===== src/rtl/bus_pkg.sv =====
// Shared cpu-bus definitions: arbiter state encoding, byte-count width and
// transfer op encoding, plus the latched transfer descriptor.
package bus_pkg;

  localparam int unsigned BC_W   = 2;
  localparam int unsigned DATA_W = 32;

  typedef enum logic [1:0] {
    IDLE  = 2'd0,
    XFER  = 2'd1,
    RTAIL = 2'd2,
    DONE  = 2'd3
  } state_t;

  typedef enum logic {
    OP_READ  = 1'b0,
    OP_WRITE = 1'b1
  } op_t;

  typedef struct packed {
    op_t               op;
    logic [BC_W-1:0]   last;   // byte count minus one
    logic [DATA_W-1:0] wdata;
  } xfer_t;

  // Keeps bytes 0..last of a little-endian word, zeroes the rest.
  function automatic logic [DATA_W-1:0] byte_mask(input logic [BC_W-1:0] last);
    return {DATA_W{1'b1}} >> {BC_W'(BC_W'(3) - last), 3'b000};
  endfunction

endpackage


===== src/rtl/rr_arbiter2.sv =====
// Two-way round-robin arbiter; last_grant advances only when the grant is accepted.
module rr_arbiter2 (
  input  logic       clk,
  input  logic       rst,
  input  logic [1:0] req,
  input  logic       accept,
  output logic       grant_c,
  output logic       valid_c
);

  logic last_grant;

  always_comb begin
    valid_c = |req;
    grant_c = 1'b0;
    if (req == 2'b11) grant_c = ~last_grant;
    else              grant_c = req[1];
  end

  // Reset to port 1 so port 0 wins the first tie.
  always_ff @(posedge clk or negedge rst) begin
    if (!rst)        last_grant <= 1'b1;
    else if (accept) last_grant <= grant_c;
  end

endmodule


===== src/rtl/mem_bus_arbiter.sv =====
// Shares a byte-wide, latency-1 synchronous RAM between two cpu-bus requesters,
// splitting 1-4 byte requests into little-endian byte accesses.
module mem_bus_arbiter
  import bus_pkg::*;
#(
  parameter int unsigned ADDR_W = 24
) (
  input  logic              clk,
  input  logic              rst,
  input  logic [ADDR_W-1:0] m0_address,
  input  logic              m0_read,
  input  logic              m0_write,
  input  logic [31:0]       m0_dataOut,
  input  logic [1:0]        m0_byteCount,
  output logic [31:0]       m0_dataIn,
  output logic              m0_dataInReady,
  output logic              m0_dataOutReady,
  input  logic [ADDR_W-1:0] m1_address,
  input  logic              m1_read,
  input  logic              m1_write,
  input  logic [31:0]       m1_dataOut,
  input  logic [1:0]        m1_byteCount,
  output logic [31:0]       m1_dataIn,
  output logic              m1_dataInReady,
  output logic              m1_dataOutReady,
  output logic [ADDR_W-1:0] mem_addr,
  output logic              mem_we,
  output logic [7:0]        mem_wdata,
  input  logic [7:0]        mem_rdata
);

  state_t            state_q, state_d;
  logic [BC_W-1:0]   idx_q, idx_d;
  logic              owner_q, owner_d;
  xfer_t             xfer_q, xfer_d;
  logic [ADDR_W-1:0] base_q, base_d;
  logic [31:0]       asm_q, asm_d;

  logic [ADDR_W-1:0] mem_addr_d;
  logic              mem_we_d;
  logic [7:0]        mem_wdata_d;
  logic [31:0]       din0_d, din1_d;
  logic              rin0_d, rin1_d, rout0_d, rout1_d;

  logic              grant_c, valid_c, accept_c;
  logic [1:0]        req_c;
  logic              sel_write_c;
  logic [ADDR_W-1:0] sel_addr_c;
  logic [31:0]       sel_wdata_c;
  logic [BC_W-1:0]   sel_last_c;
  logic [31:0]       final_c;

  assign req_c       = {m1_read | m1_write, m0_read | m0_write};
  assign sel_write_c = grant_c ? m1_write     : m0_write;
  assign sel_addr_c  = grant_c ? m1_address   : m0_address;
  assign sel_wdata_c = grant_c ? m1_dataOut   : m0_dataOut;
  assign sel_last_c  = grant_c ? m1_byteCount : m0_byteCount;

  // Read result once the final byte arrives from the RAM.
  assign final_c = (asm_q | (32'(mem_rdata) << {xfer_q.last, 3'b000}))
                   & byte_mask(xfer_q.last);

  rr_arbiter2 u_arb (
    .clk     (clk),
    .rst     (rst),
    .req     (req_c),
    .accept  (accept_c),
    .grant_c (grant_c),
    .valid_c (valid_c)
  );

  always_comb begin
    state_d     = state_q;
    idx_d       = idx_q;
    owner_d     = owner_q;
    xfer_d      = xfer_q;
    base_d      = base_q;
    asm_d       = asm_q;
    mem_addr_d  = mem_addr;
    mem_we_d    = 1'b0;
    mem_wdata_d = mem_wdata;
    din0_d      = m0_dataIn;
    din1_d      = m1_dataIn;
    rin0_d      = 1'b0;
    rin1_d      = 1'b0;
    rout0_d     = 1'b0;
    rout1_d     = 1'b0;
    accept_c    = 1'b0;

    unique case (state_q)
      IDLE: begin
        if (valid_c) begin
          accept_c     = 1'b1;
          owner_d      = grant_c;
          xfer_d.op    = sel_write_c ? OP_WRITE : OP_READ;
          xfer_d.last  = sel_last_c;
          xfer_d.wdata = sel_wdata_c;
          base_d       = sel_addr_c;
          asm_d        = '0;
          idx_d        = '0;
          mem_addr_d   = sel_addr_c;
          mem_we_d     = sel_write_c;
          mem_wdata_d  = sel_wdata_c[7:0];
          state_d      = XFER;
        end
      end
      XFER: begin
        // RAM output now holds the byte addressed in the previous cycle.
        if (xfer_q.op == OP_READ && idx_q != '0)
          asm_d = asm_q | (32'(mem_rdata) << {BC_W'(idx_q - BC_W'(1)), 3'b000});
        if (idx_q == xfer_q.last) begin
          if (xfer_q.op == OP_WRITE) begin
            state_d = DONE;
            rout0_d = ~owner_q;
            rout1_d = owner_q;
          end else begin
            state_d = RTAIL;
          end
        end else begin
          idx_d       = idx_q + BC_W'(1);
          mem_addr_d  = base_q + ADDR_W'(idx_d);
          mem_we_d    = (xfer_q.op == OP_WRITE);
          mem_wdata_d = 8'(xfer_q.wdata >> {idx_d, 3'b000});
        end
      end
      RTAIL: begin
        state_d = DONE;
        if (owner_q) begin
          din1_d = final_c;
          rin1_d = 1'b1;
        end else begin
          din0_d = final_c;
          rin0_d = 1'b1;
        end
      end
      DONE: state_d = IDLE;
      default: state_d = IDLE;
    endcase
  end

  always_ff @(posedge clk or negedge rst) begin
    if (!rst) begin
      state_q         <= IDLE;
      idx_q           <= '0;
      owner_q         <= 1'b0;
      xfer_q          <= '0;
      base_q          <= '0;
      asm_q           <= '0;
      mem_addr        <= '0;
      mem_we          <= 1'b0;
      mem_wdata       <= '0;
      m0_dataIn       <= '0;
      m1_dataIn       <= '0;
      m0_dataInReady  <= 1'b0;
      m1_dataInReady  <= 1'b0;
      m0_dataOutReady <= 1'b0;
      m1_dataOutReady <= 1'b0;
    end else begin
      state_q         <= state_d;
      idx_q           <= idx_d;
      owner_q         <= owner_d;
      xfer_q          <= xfer_d;
      base_q          <= base_d;
      asm_q           <= asm_d;
      mem_addr        <= mem_addr_d;
      mem_we          <= mem_we_d;
      mem_wdata       <= mem_wdata_d;
      m0_dataIn       <= din0_d;
      m1_dataIn       <= din1_d;
      m0_dataInReady  <= rin0_d;
      m1_dataInReady  <= rin1_d;
      m0_dataOutReady <= rout0_d;
      m1_dataOutReady <= rout1_d;
    end
  end

endmodule


===== config.mk =====
export PLATFORM = sky130hd
export DESIGN_NAME = mem_bus_arbiter
export DESIGN_NICKNAME = d
export VERILOG_FILES = /design/src/rtl/bus_pkg.sv /design/src/rtl/rr_arbiter2.sv /design/src/rtl/mem_bus_arbiter.sv
export SDC_FILE = /design/constraint.sdc
export NUM_CORES = 1
export LEC_CHECK = 0
export ABC_AREA = 1
export CORE_AREA = 3 3 140 142
export DETAILED_ROUTE_END_ITERATION = 16
export DIE_AREA = 0 0 143 145
export MAX_ROUTING_LAYER = met4
export PLACE_DENSITY = 0.83
export SKIP_LAST_GASP = 1
export SLEW_MARGIN = 20
export SYNTH_ARGS = -nofsm -noshare
export SYNTH_HDL_FRONTEND = slang
export SYNTH_HIERARCHICAL = 1
export SYNTH_SLANG_ARGS = --single-unit

===== constraint.sdc =====
create_clock -name clk -period 6.6 [get_ports clk]
set_input_delay 0.66 -clock clk [delete_from_list [all_inputs] [get_ports clk]]
set_output_delay 0.66 -clock clk [all_outputs]
set_load 0.01 [all_outputs]

# Word level (Yosys, flattened, before mapping)
# Cells that the tools add are included.
# W data, S select, Z words.
# op_classes
n_addsub	4
n_bitwise	8
n_reduce_logical	11
n_eq_ne	9
shifts	4
n_mux	37
# ops
op	count
$mux W32	3
$mux W24	3
$or A32 B32 Y32	2
$pmux W32 S2	1
$shl A8 B5 Y32	2
$pmux W24 S2	1
$and A32 B32 Y32	1
$shr A32 B5 Y32 const A	1
$shr A32 B5 Y8	1
$add A24 B2 Y24	1
$mux W1	18
$mux W8	2
$pmux W8 S2	1
$mux W2	5
$pmux W2 S4	1
$reduce_and A2 Y1	4
$eq A2 B2 Y1 const B	3
$ne A2 B2 Y1 const B	3
$reduce_and A3 Y1	2
$pmux W2 S2	1
$reduce_bool A2 Y1	2
$not A1 Y1	3
$add A2 B1 Y2 const B	1
$eq A2 B1 Y1 const B	1
9 further kinds	10
# totals
elab_cells	91
inputBits	130
regBits	198
out_inout_bits	101

# Depth between registers and ports, before layout
# Gate-level depths: netlist of run 1.
# depth
depth_word	6
depth_mapped	14

# Hierarchy
# The synthesis of run 1 kept the hierarchy.
# modules_own_cells
module	area_per_inst_um2	cells_each	instances	seq_area_each_um2
mem_bus_arbiter	9645.5	1273	1	4929.7
rr_arbiter2	58.8	8	1	26.3

# Worst setup path before layout of run 1
# Ideal clock, no wire load.
# synth_timing
path_kind	flip-flop to flip-flop
from	register idx_q[0]
to	register mem_addr[8]
stages_incl_launch_ff	13
required_ps	6482
arrival_time_ps	2168
n_path_buf	2
setup_time_ps	118
slack_ps	4315
cell_sequence	dfrtp_1 -> buf_6 -> inv_1 -> buf_2 -> ha_1 -> fa_1 -> nand3_1 -> inv_1 -> nand2_1 -> xor2_1 -> nand2_1 -> nand3_1 -> nand2_1
# synth_via
elab_chain_cells	4
word_cells_on_any_way	7
cone_classes	2 x add/sub; 2 x eq/ne; 2 x mux; 1 x reduce/logical
# synth_rtl
item	line	source
from (decl)	mem_bus_arbiter.sv:33	logic [BC_W-1:0] idx_q, idx_d;
from (signal assigned)	mem_bus_arbiter.sv:160	idx_q <= idx_d;
$add A2 B1 Y2	mem_bus_arbiter.sv:120	idx_d = idx_q + BC_W'(1);
$add A24 B2 Y24	mem_bus_arbiter.sv:121	mem_addr_d = base_q + ADDR_W'(idx_d);
$mux W24	mem_bus_arbiter.sv:111	if (idx_q == xfer_q.last) begin
$pmux W24 S2	mem_bus_arbiter.sv:90	unique case (state_q)
to (signal assigned)	mem_bus_arbiter.sv:165	mem_addr <= mem_addr_d;
to (decl)	mem_bus_arbiter.sv:26	output logic [ADDR_W-1:0] mem_addr,
# Several ways; a longest one is shown, not always the timed one. The select of a mux whose other input is x is not followed.
# A chain may end at the register's enable or synchronous reset.

# Final worst setup path of run 1
# layout_timing
from	register idx_q[0]
to	register mem_addr[14]
# The elaborated chain is that of the path after synthesis.

==> impl_metrics.py, run 1 <==
metrics = {
    "floorplanning": {
        "start_util_pct": 52.2,
        "num_rows": 50,
        "coreArea_mm2": 0.0186,
        "die_w_um": 143,
        "ios": 231,
        "dieArea_mm2": 0.0207,
        "die_h_um": 145,
    },
    "setup_path": {
        "worstReg2RegEnd": "mem_addr[14]$_DFFE_PN0P_",
        "critPathLaunchType": "register",
        "critPathKind": "reg2reg",
        "cp.required_ns": 6.91,
        "end_kind": "register",
        "reg2reg_depth": 12,
        "arrival_ns": 4.19,
        "crit_fanout": 27,
        "reg2reg_slack_ns": 2.72,
        "rr_startpoint": "idx_q[0]$_DFFE_PN0P_",
    },
    "place": {
        "portBuffers": 230,
        "gp_congestion": 0.907,
        "dp_hpwl_mm": 19.0,
        "pre_cts_slack_ns": 2.83,
    },
    "pwr": {
        "p_comb_share_pct": 47.6,
        "power_uw": 6170,
        "ir_drop_uv": 279,
        "p_per_area_mw_per_mm2": 489,
        "p_sw_uw": 2660,
        "p_int_uw": 3520,
        "leakage_uw": 0.00587,
        "switching_share_pct": 43.0,
        "seq_power_share_pct": 34.9,
        "pwr-share-clk_pct": 17.5,
    },
    "global_routing": {
        "antenna_found_initial": 0,
        "grt_pass1_wl_mm": 43.4,
        "grt_max_degree": 122,
        "grt_pass1_vias": 8803,
        "grt_overflow_total": 0,
        "grt.total_usage_pct": 26.6,
    },
    "detailed_routing": {
        "antenna_left": 0,
        "drt_iter0_markers": 778,
        "vias": 9226,
        "drt_drc_violations_left": 0,
        "avgViaCountPerCell": 5.37,
        "drt-total-wl_mm": 26.8,
        "first_pass_iters": 5,
        "wl_per_cell_um": 15.6,
    },
    "synthesis": {
        "synth_top_area_share_pct": 50.8,
        "yosys.area.top_type": "dfrtp_1",
        "synth_top_flop_cell": "dfrtp_1",
        "synth_area_mm2": 0.00970,
        "syn_nets": 1419,
        "synthTopCellsByArea": "dfrtp_1, nand2_1, o21ai_0",
        "seq_area_frac_synth_pct": 51.1,
        "ys_seq_elements": 198,
        "netlist_instances": 1281,
        "syn-mean-instance-area_um2": 7.58,
        "synth_cell_types": 35,
        "synth_warnings": 6,
        "synth_edf_count": 0,
        "async_reset_ff_share_pct": 100,
    },
    "clock_network": {
        "cts.sinks": 198,
        "cts_root_buf": "clkbuf_16",
        "cts_made_buffers": 17,
        "cts_buffer_depth": 2,
        "htree_levels": 4,
        "ctsHoldBuffers": 0,
        "cts_setup_buffers": 0,
        "cts.reportedPaths.clkPinSlew_ns": 0.07,
        "cts_resized": 0,
        "insertion_delay_ns": 0.44,
        "cts_tree": "built",
    },
    "cells_and_area": {
        "drive_gt1_share_pct": 4.32,
        "fin_nets": 1608,
        "mostFrequentLayoutCells": "nand2_1, clkdlybuf4s50_1, dfrtp_1",
        "n_antenna_cell": 0,
        "final_common_cell": "nand2_1",
        "fin_util_pct": 68.0,
        "syn_to_final_growth_pct": 30.1,
    },
    "sta": {
        "setup_tns_ns": 0,
        "hold_viol_final": 0,
        "rsz0062_at_grt": "false",
        "finalSetupViolCount": 0,
        "timing.final.ws_setup_ns": 2.72,
        "finalClockSkew_ns": 0.0128,
        "post-route-min-period_ns": 3.88,
        "worstMarginPinSlew_ns": 1.01,
        "max-slew-margin-rel_pct": 32.8,
        "finalMaxSlewViolations": 0,
        "min_period_over_period_pct": 58.8,
        "fmax_ghz": 0.258,
    },
    "worst_hold_path": {
        "holdCritPathClass": "in2async",
    },
    "status": {
        "outcome": "completed",
    },
    "job": {
        "max_cap_violations": 0,
    },
}
==> sequential cells by signal, indices dropped and copies added (netlist names), 2 cells and up <==
name	cells
asm_q	32
base_q	24
idx_q	2
m0_dataIn	32
m1_dataIn	32
mem_addr	24
mem_wdata	8
state_q	2
xfer_q	35
==> per-layer routing <==
metal	global-route usage (%)	vias up	share of wire [%]	routed length, um
li1	-	4437	-	-
met1	36.7	4353	43	11600
met2	40.7	398	48	12800
met3	4.71	38	7.3	1970
met4	8.08	0	1.9	510
met5	-	-	0	0
==> logic make-up after synthesis <==
| group | synth area share, % |
|---|---|
| buffers and inverters | 7.67 |
| adder cells (fa/ha/maj) | 1.11 |
| AO/OA/AOI/OAI | 13.0 |
| XOR/XNOR | 0.722 |
| AND/OR/NAND/NOR | 26.4 |
| flip-flops | 51.1 |
| multiplexers | 0.103 |
==> synthesized netlist by cell type (3+ instances only) <==
library cell  count
ha_1              7
or2_2             3
nand3_1          55
xor2_1            3
clkbuf_1         36
nor2_2            6
clkinv_1          4
a21oi_1          95
xnor2_1           5
inv_1           102
a31oi_1          13
o21ai_1           3
nand2_1         475
nor2_1           98
dfrtp_1         197
buf_6             5
buf_2            18
o22ai_1           5
buf_4             4
o21ai_0         124
nand2_2           3
==> power by group through the flow <==
stage	Clock, uW	Sequential [uW]	Combinational (uW)
after floorplan	0	2160	1830
after global placement	0	2160	2840
after detailed placement	0	2160	2930
after CTS	1080	2150	2940
after global routing	1140	2220	3300
final	1080	2160	2940
==> through the flow <==
stage | cell area, um2 | hold slack, ns | cells
after global routing | 12600 | 0.426 | 1717
after global placement | 12000 | 0.459 | 1685
after floorplan | 9700 | 0.364 | 1281
after CTS | 12600 | 0.403 | 1717
final | 12600 | 0.370 | 1717
after detailed placement | 12000 | 0.464 | 1685
==> layout make-up <==
type / count / area [um2]
well taps: 234 / 293
clock inverters: 12 / 160
repair buffers: 236 / 2350
fillers: 1536 / 5950
inverters: 108 / 405
clock buffers: 20 / 447
multi-input cells: 909 / 4020
flip-flops and latches: 198 / 4960
==> critical path, stage by stage, from the launching register on <==
cell     delay (ns)
dfrtp_1        0.96
inv_1          0.63
ha_1           0.77
fa_1           0.36
nand3_1        0.22
nor2_2         0.29
nand2_1        0.13
inv_1          0.09
nand2_1        0.05
nand2_1        0.06
nand3_1        0.06
nand2_1        0.10
nand2_1        0.05
==> how the worst max path moves through the flow <==
stage / slack [ns] / from / endpoint / depth (start not counted)
after detailed placement: 2.83 / idx_q[0]$_DFFE_PN0P_ / mem_addr[14]$_DFFE_PN0P_ / 12
final: 2.72 / idx_q[0]$_DFFE_PN0P_ / mem_addr[14]$_DFFE_PN0P_ / 12
after global placement: 2.92 / idx_q[0]$_DFFE_PN0P_ / mem_addr[14]$_DFFE_PN0P_ / 12
after floorplan: 4.31 / idx_q[0]$_DFFE_PN0P_ / mem_addr[8]$_DFFE_PN0P_ / 12
after CTS: 2.81 / idx_q[0]$_DFFE_PN0P_ / mem_addr[14]$_DFFE_PN0P_ / 12
after global routing: 2.41 / idx_q[0]$_DFFE_PN0P_ / mem_addr[14]$_DFFE_PN0P_ / 12
No activity file was read; power rests on OpenSTA's default activity.
==> run 2: changes to the inputs <==
Settings changed: CORE_AREA 3 3 140 142 to 3 3 151 153, DIE_AREA 0 0 143 145 to 0 0 154 156, PLACE_DENSITY 0.83 to 0.76.
Clock period 6.6 ns to 3.11 ns, I/O delays scaled along.
==> impl_metrics.py, run 2 (synthesis gave the netlist of run 1 again) <==
metrics = {
    "clock_network": {
        "cts_buffer_depth": 2,
        "cts_resized": 0,
        "htree_levels": 4,
        "cts.sinks": 198,
        "cts_setup_buffers": 0,
        "cts.reportedPaths.clkPinSlew_ns": 0.08,
        "cts_tree": "built",
        "cts_made_buffers": 17,
        "insertion_delay_ns": 0.43,
        "cts_root_buf": "clkbuf_16",
    },
    "cells_and_area": {
        "drive_gt1_share_pct": 5.02,
        "fin_util_pct": 58.9,
        "mostFrequentLayoutCells": "nand2_1, clkdlybuf4s50_1, dfrtp_1",
        "n_antenna_cell": 0,
        "largest-register": "xfer_q",
        "fin_nets": 1622,
        "syn_to_final_growth_pct": 31.6,
        "largest_reg_flops": 35,
        "fin_area_mm2": 0.0128,
        "final_common_cell": "nand2_1",
    },
    "worst_hold_path": {
        "whs_endpoint": "xfer_q[27]$_DFFE_PN0P_",
        "whs_path_depth": 3,
        "holdCritPathClass": "in2reg",
        "worstHoldStart": "m1_dataOut[27]",
    },
    "floorplanning": {
        "die_h_um": 156,
        "start_util_pct": 44.7,
        "ios": 231,
        "dieArea_mm2": 0.0240,
        "num_rows": 54,
        "coreArea_mm2": 0.0217,
        "die_w_um": 154,
    },
    "global_routing": {
        "grt_pass1_vias": 8883,
        "grt_pass1_wl_mm": 45.0,
        "grt.total_usage_pct": 23.6,
        "antenna_found_initial": 0,
        "grt_max_degree": 85,
        "grt_overflow_total": 0,
    },
    "detailed_routing": {
        "first_pass_iters": 5,
        "vias": 9115,
        "wl_per_cell_um": 15.3,
        "drt-total-wl_mm": 27.2,
        "drt_iter0_markers": 652,
        "antenna_left": 0,
        "drt_drc_violations_left": 0,
        "avgViaCountPerCell": 5.14,
    },
    "setup_path": {
        "crit_top_cell": "nand2_1",
        "end_kind": "register",
        "path_buf_inv": 2,
        "worstPathCellList": "inv_1 -> ha_1 -> fa_1 -> nand3_1 -> nor2_2 -> nand2_1 -> inv_1 -> nand2_1 -> nand2_1 -> nand3_1 -> nand2_1 -> nand2_1",
        "reg2reg_slack_ns": 0.67,
        "rr_startpoint": "idx_q[1]$_DFFE_PN0P_",
        "cp.required_ns": 3.44,
        "reg2reg_depth": 12,
        "critPathKind": "reg2reg",
        "crit_fanout": 11,
        "cp_slowest_cell": "ha_1",
        "cp_slowest_stage_delay_ns": 0.56,
        "critPathLaunchType": "register",
        "arrival_ns": 2.77,
        "worstReg2RegEnd": "mem_addr[14]$_DFFE_PN0P_",
        "path_delay_family": "adder cells",
    },
    "place": {
        "dp_hpwl_mm": 19.7,
        "placedInstanceArea_mm2": 0.0122,
        "gp_congestion": 0.892,
        "portBuffers": 230,
    },
    "sta": {
        "hold_viol_final": 0,
        "worstMarginPinSlew_ns": 0.878,
        "max-slew-margin-rel_pct": 41.4,
        "post-route-min-period_ns": 2.44,
        "finalMaxSlewViolations": 0,
        "finalClockSkew_ns": 0.0151,
        "finalSetupViolCount": 0,
        "rsz0062_at_grt": "false",
        "hold_slack_ns": 0.436,
        "min_period_over_period_pct": 78.6,
        "fmax_ghz": 0.409,
        "setup_tns_ns": 0,
    },
    "pwr": {
        "power_uw": 13100,
        "leakage_uw": 0.00593,
        "p_per_area_mw_per_mm2": 1020,
        "ir_drop_uv": 644,
    },
    "job": {
        "max_cap_violations": 0,
    },
    "status": {
        "outcome": "completed",
    },
}
==> run 2: cell count changes in the layout (fill, tap and decap cells not counted), moves of 2 or more <==
cell      change
inv_8         -3
clkbuf_1      -2
buf_4        +10
clkinv_2      +3
buf_12        +3
==> run 2: worst max path at each step <==
stage / startpoint / end / depth (start not counted)
2_1_floorplan: idx_q[0]$_DFFE_PN0P_ / mem_addr[8]$_DFFE_PN0P_ / 12
3_3_place_gp: m1_write / mem_addr[14]$_DFFE_PN0P_ / 10
3_5_place_dp: m1_write / mem_addr[18]$_DFFE_PN0P_ / 10
4_1_cts: idx_q[1]$_DFFE_PN0P_ / mem_addr[14]$_DFFE_PN0P_ / 12
5_1_grt: idx_q[1]$_DFFE_PN0P_ / mem_addr[14]$_DFFE_PN0P_ / 12
6_report: idx_q[1]$_DFFE_PN0P_ / mem_addr[14]$_DFFE_PN0P_ / 12
==> run 2: per-stage QoR <==
stage               instances  setup slack [ns]
floorplan                1281             0.825
global placement         1744             0.632
detailed placement       1744             0.567
CTS                      1773             0.655
global route             1773             0.387
finish                   1773             0.667
==> run 2: what timing repair did <==
action	4_1_cts	5_1_grt
setup endpoints to repair	0	0
endpoints found under the hold margin	80	0
hold buffers	1	0
==> run 2: metal layers <==
metal / global-route usage [%] / share of wire (%) / wire length [um] / vias to the layer above
met4: 5.55 / 1.5 / 412 / 0
li1: - / - / - / 4454
met3: 3.80 / 5.9 / 1600 / 28
met5: - / 0 / 0 / -
met2: 37.3 / 47 / 12900 / 336
met1: 32.2 / 45 / 12300 / 4297
==> run 2: area by class of cell <==
cell class | instances | area (um2)
inverters | 108 | 405
well taps | 280 | 350
clock buffers | 17 | 425
flip-flops and latches | 198 | 4960
repair buffers | 250 | 2500
fillers | 1926 | 8910
multi-input cells | 909 | 4020
clock inverters | 11 | 125
==> run 2: worst min-delay path, stage by stage <==
cell and delay [ns]:
clkdlybuf4s50_1 0.39, nand2_1 0.06, a21oi_1 0.06
==> run 2: power breakdown <==
group / internal (uW) / switching, uW
logic: 2550 / 3870
registers: 3760 / 731
clock network: 1170 / 965
==> run 3: changes to the inputs <==
Clock period 3.11 ns to 2.1 ns, I/O delays scaled along.
==> impl_metrics.py, run 3 (synthesis gave the netlist of run 1 again) <==
metrics = {
    "clock_network": {
        "insertion_delay_ns": 0.43,
        "cts_made_buffers": 17,
        "cts_buffer_depth": 2,
        "cts_root_buf": "clkbuf_16",
        "htree_levels": 4,
        "cts.reportedPaths.clkPinSlew_ns": 0.07,
        "cts.sinks": 198,
        "cts_tree": "built",
    },
    "sta": {
        "max-slew-margin-rel_pct": 61.1,
        "min_period_over_period_pct": 95.6,
        "finalMaxSlewViolations": 0,
        "hold_viol_final": 0,
        "rsz0062_at_grt": "true",
        "post-route-min-period_ns": 2.01,
        "finalClockSkew_ns": 0.00858,
        "fmax_ghz": 0.498,
        "worstMarginPinSlew_ns": 0.584,
        "finalSetupViolCount": 0,
    },
    "floorplanning": {
        "num_rows": 54,
        "start_util_pct": 44.7,
        "ios": 231,
        "die_w_um": 154,
        "dieArea_mm2": 0.0240,
        "die_h_um": 156,
        "coreArea_mm2": 0.0217,
    },
    "global_routing": {
        "top_usage_layer": "met2",
        "grt_pass1_wl_mm": 44.2,
        "use_met1_pct": 32.2,
        "grt.total_usage_pct": 23.3,
        "grt_overflow_total": 0,
        "grt_util_met2_pct": 35.7,
        "antenna_found_initial": 1,
        "grt_max_degree": 95,
        "use_met3_pct": 4.85,
        "grt_pass1_vias": 8772,
    },
    "job": {
        "max_cap_violations": 0,
    },
    "setup_path": {
        "cp_slowest_stage_delay_ns": 0.40,
        "crit_fanout": 5,
        "end_kind": "register",
        "critPathKind": "reg2reg",
        "arrival_ns": 2.33,
        "path_buf_inv": 3,
        "critPathLaunchType": "register",
        "worstPathCellList": "inv_2 -> buf_4 -> ha_2 -> fa_2 -> nand3_2 -> nor2_4 -> buf_4 -> nand4_1 -> nand2_1 -> nand3_1 -> nand2_1 -> nand2_1",
        "path_delay_family": "simple AND/OR/NAND/NOR gates",
        "crit_top_cell": "nand2_1",
        "cp_slowest_cell": "dfrtp_1",
        "cp.required_ns": 2.43,
    },
    "cells_and_area": {
        "multiInputGateArea_mm2": 0.00406,
        "largest_reg_flops": 35,
        "fin_nets": 1648,
        "mostFrequentLayoutCells": "nand2_1, clkdlybuf4s50_1, dfrtp_1",
        "largest-register": "xfer_q",
        "final_cells": 1804,
        "drive_gt1_share_pct": 7.49,
        "n_fill_cell": 1875,
        "syn_to_final_growth_pct": 36.0,
        "final_common_cell": "nand2_1",
        "fin_util_pct": 60.8,
        "seqCellArea_mm2": 0.00496,
        "fin_area_mm2": 0.0132,
    },
    "detailed_routing": {
        "drt_drc_violations_left": 0,
        "drt-total-wl_mm": 27.1,
        "drt_iter0_markers": 637,
        "antenna_left": 0,
        "first_pass_iters": 5,
        "vias": 9131,
        "avgViaCountPerCell": 5.06,
        "wl_per_cell_um": 15.0,
    },
    "place": {
        "portBuffers": 230,
        "dp_hpwl_mm": 19.7,
        "dp.cells": 1767,
        "gp_congestion": 0.899,
        "placedInstanceArea_mm2": 0.0125,
    },
    "status": {
        "outcome": "completed",
    },
    "pwr": {
        "p_per_area_mw_per_mm2": 1520,
        "power_uw": 20100,
        "ir_drop_uv": 823,
        "leakage_uw": 0.00612,
    },
    "worst_hold_path": {
        "holdCritPathClass": "in2reg",
    },
}
## run 3: routing by layer
| metal | vias up | wire [um] |
|---|---|---|
| met5 | - | 0 |
| met4 | 0 | 347 |
| met3 | 32 | 1690 |
| met2 | 327 | 12600 |
| met1 | 4267 | 12400 |
| li1 | 4505 | - |
## run 3: worst paths after layout
kind                                           startpoint                            to  slack [ns]  cells after the start
worst max-delay path                 idx_q[0]$_DFFE_PN0P_      mem_addr[20]$_DFFE_PN0P_        0.09                     12
min in group asynchronous                             rst     m1_dataIn[10]$_DFFE_PN0P_        0.34                      2
worst min register to register  m1_dataIn[19]$_DFFE_PN0P_     m1_dataIn[19]$_DFFE_PN0P_        0.48                      2
max in group asynchronous                             rst  u_arb/last_grant$_DFFE_PN1P_        1.06                      3
worst min-delay path                       m1_dataOut[27]        xfer_q[27]$_DFFE_PN0P_        0.32                      3
worst max register to register       idx_q[0]$_DFFE_PN0P_      mem_addr[20]$_DFFE_PN0P_        0.09                     12
## run 3: area by class of cell
cell class | instances | area share [%]
tap | 280 | 2.66
multi-input combinational | 909 | 30.8
inverter | 108 | 3.07
clock inverter | 12 | 1.01
antenna | 1 | 0.0190
clock buffer | 20 | 3.46
timing repair buffer | 276 | 21.4
sequential | 198 | 37.6
## run 3: worst min-delay path: cells and delay by family
kind / cells / cell delay (ns)
AO/OA/AOI/OAI: 1 / 0.05
buffers and inverters: 1 / 0.39
AND/OR/NAND/NOR: 1 / 0.06
## run 3: through the flow
step | setup WS [ns] | TNS (ns) | hold WS (ns)
after floorplan | 0.0574 | 0 | -0.0856
after global placement | -0.0111 | -0.0157 | 0.259
after detailed placement | -0.0419 | -0.142 | 0.263
after CTS | 0.0357 | 0 | 0.301
after global routing | -0.0272 | -0.0489 | 0.310
final | 0.0917 | 0 | 0.322
## run 3: repair_timing
item                                    CTS  global route
buffers inserted                          0             3
hold buffers                              1             0
pin swaps                                 0             4
endpoints found under the setup margin    1            24
hold endpoints to repair                 63             0
gates resized for setup                   1             7
## run 3: power by group
group,internal [uW],total (uW),switching (uW)
Combinational,4340,10200,5840
Clock,1750,3290,1540
Sequential,5560,6640,1080
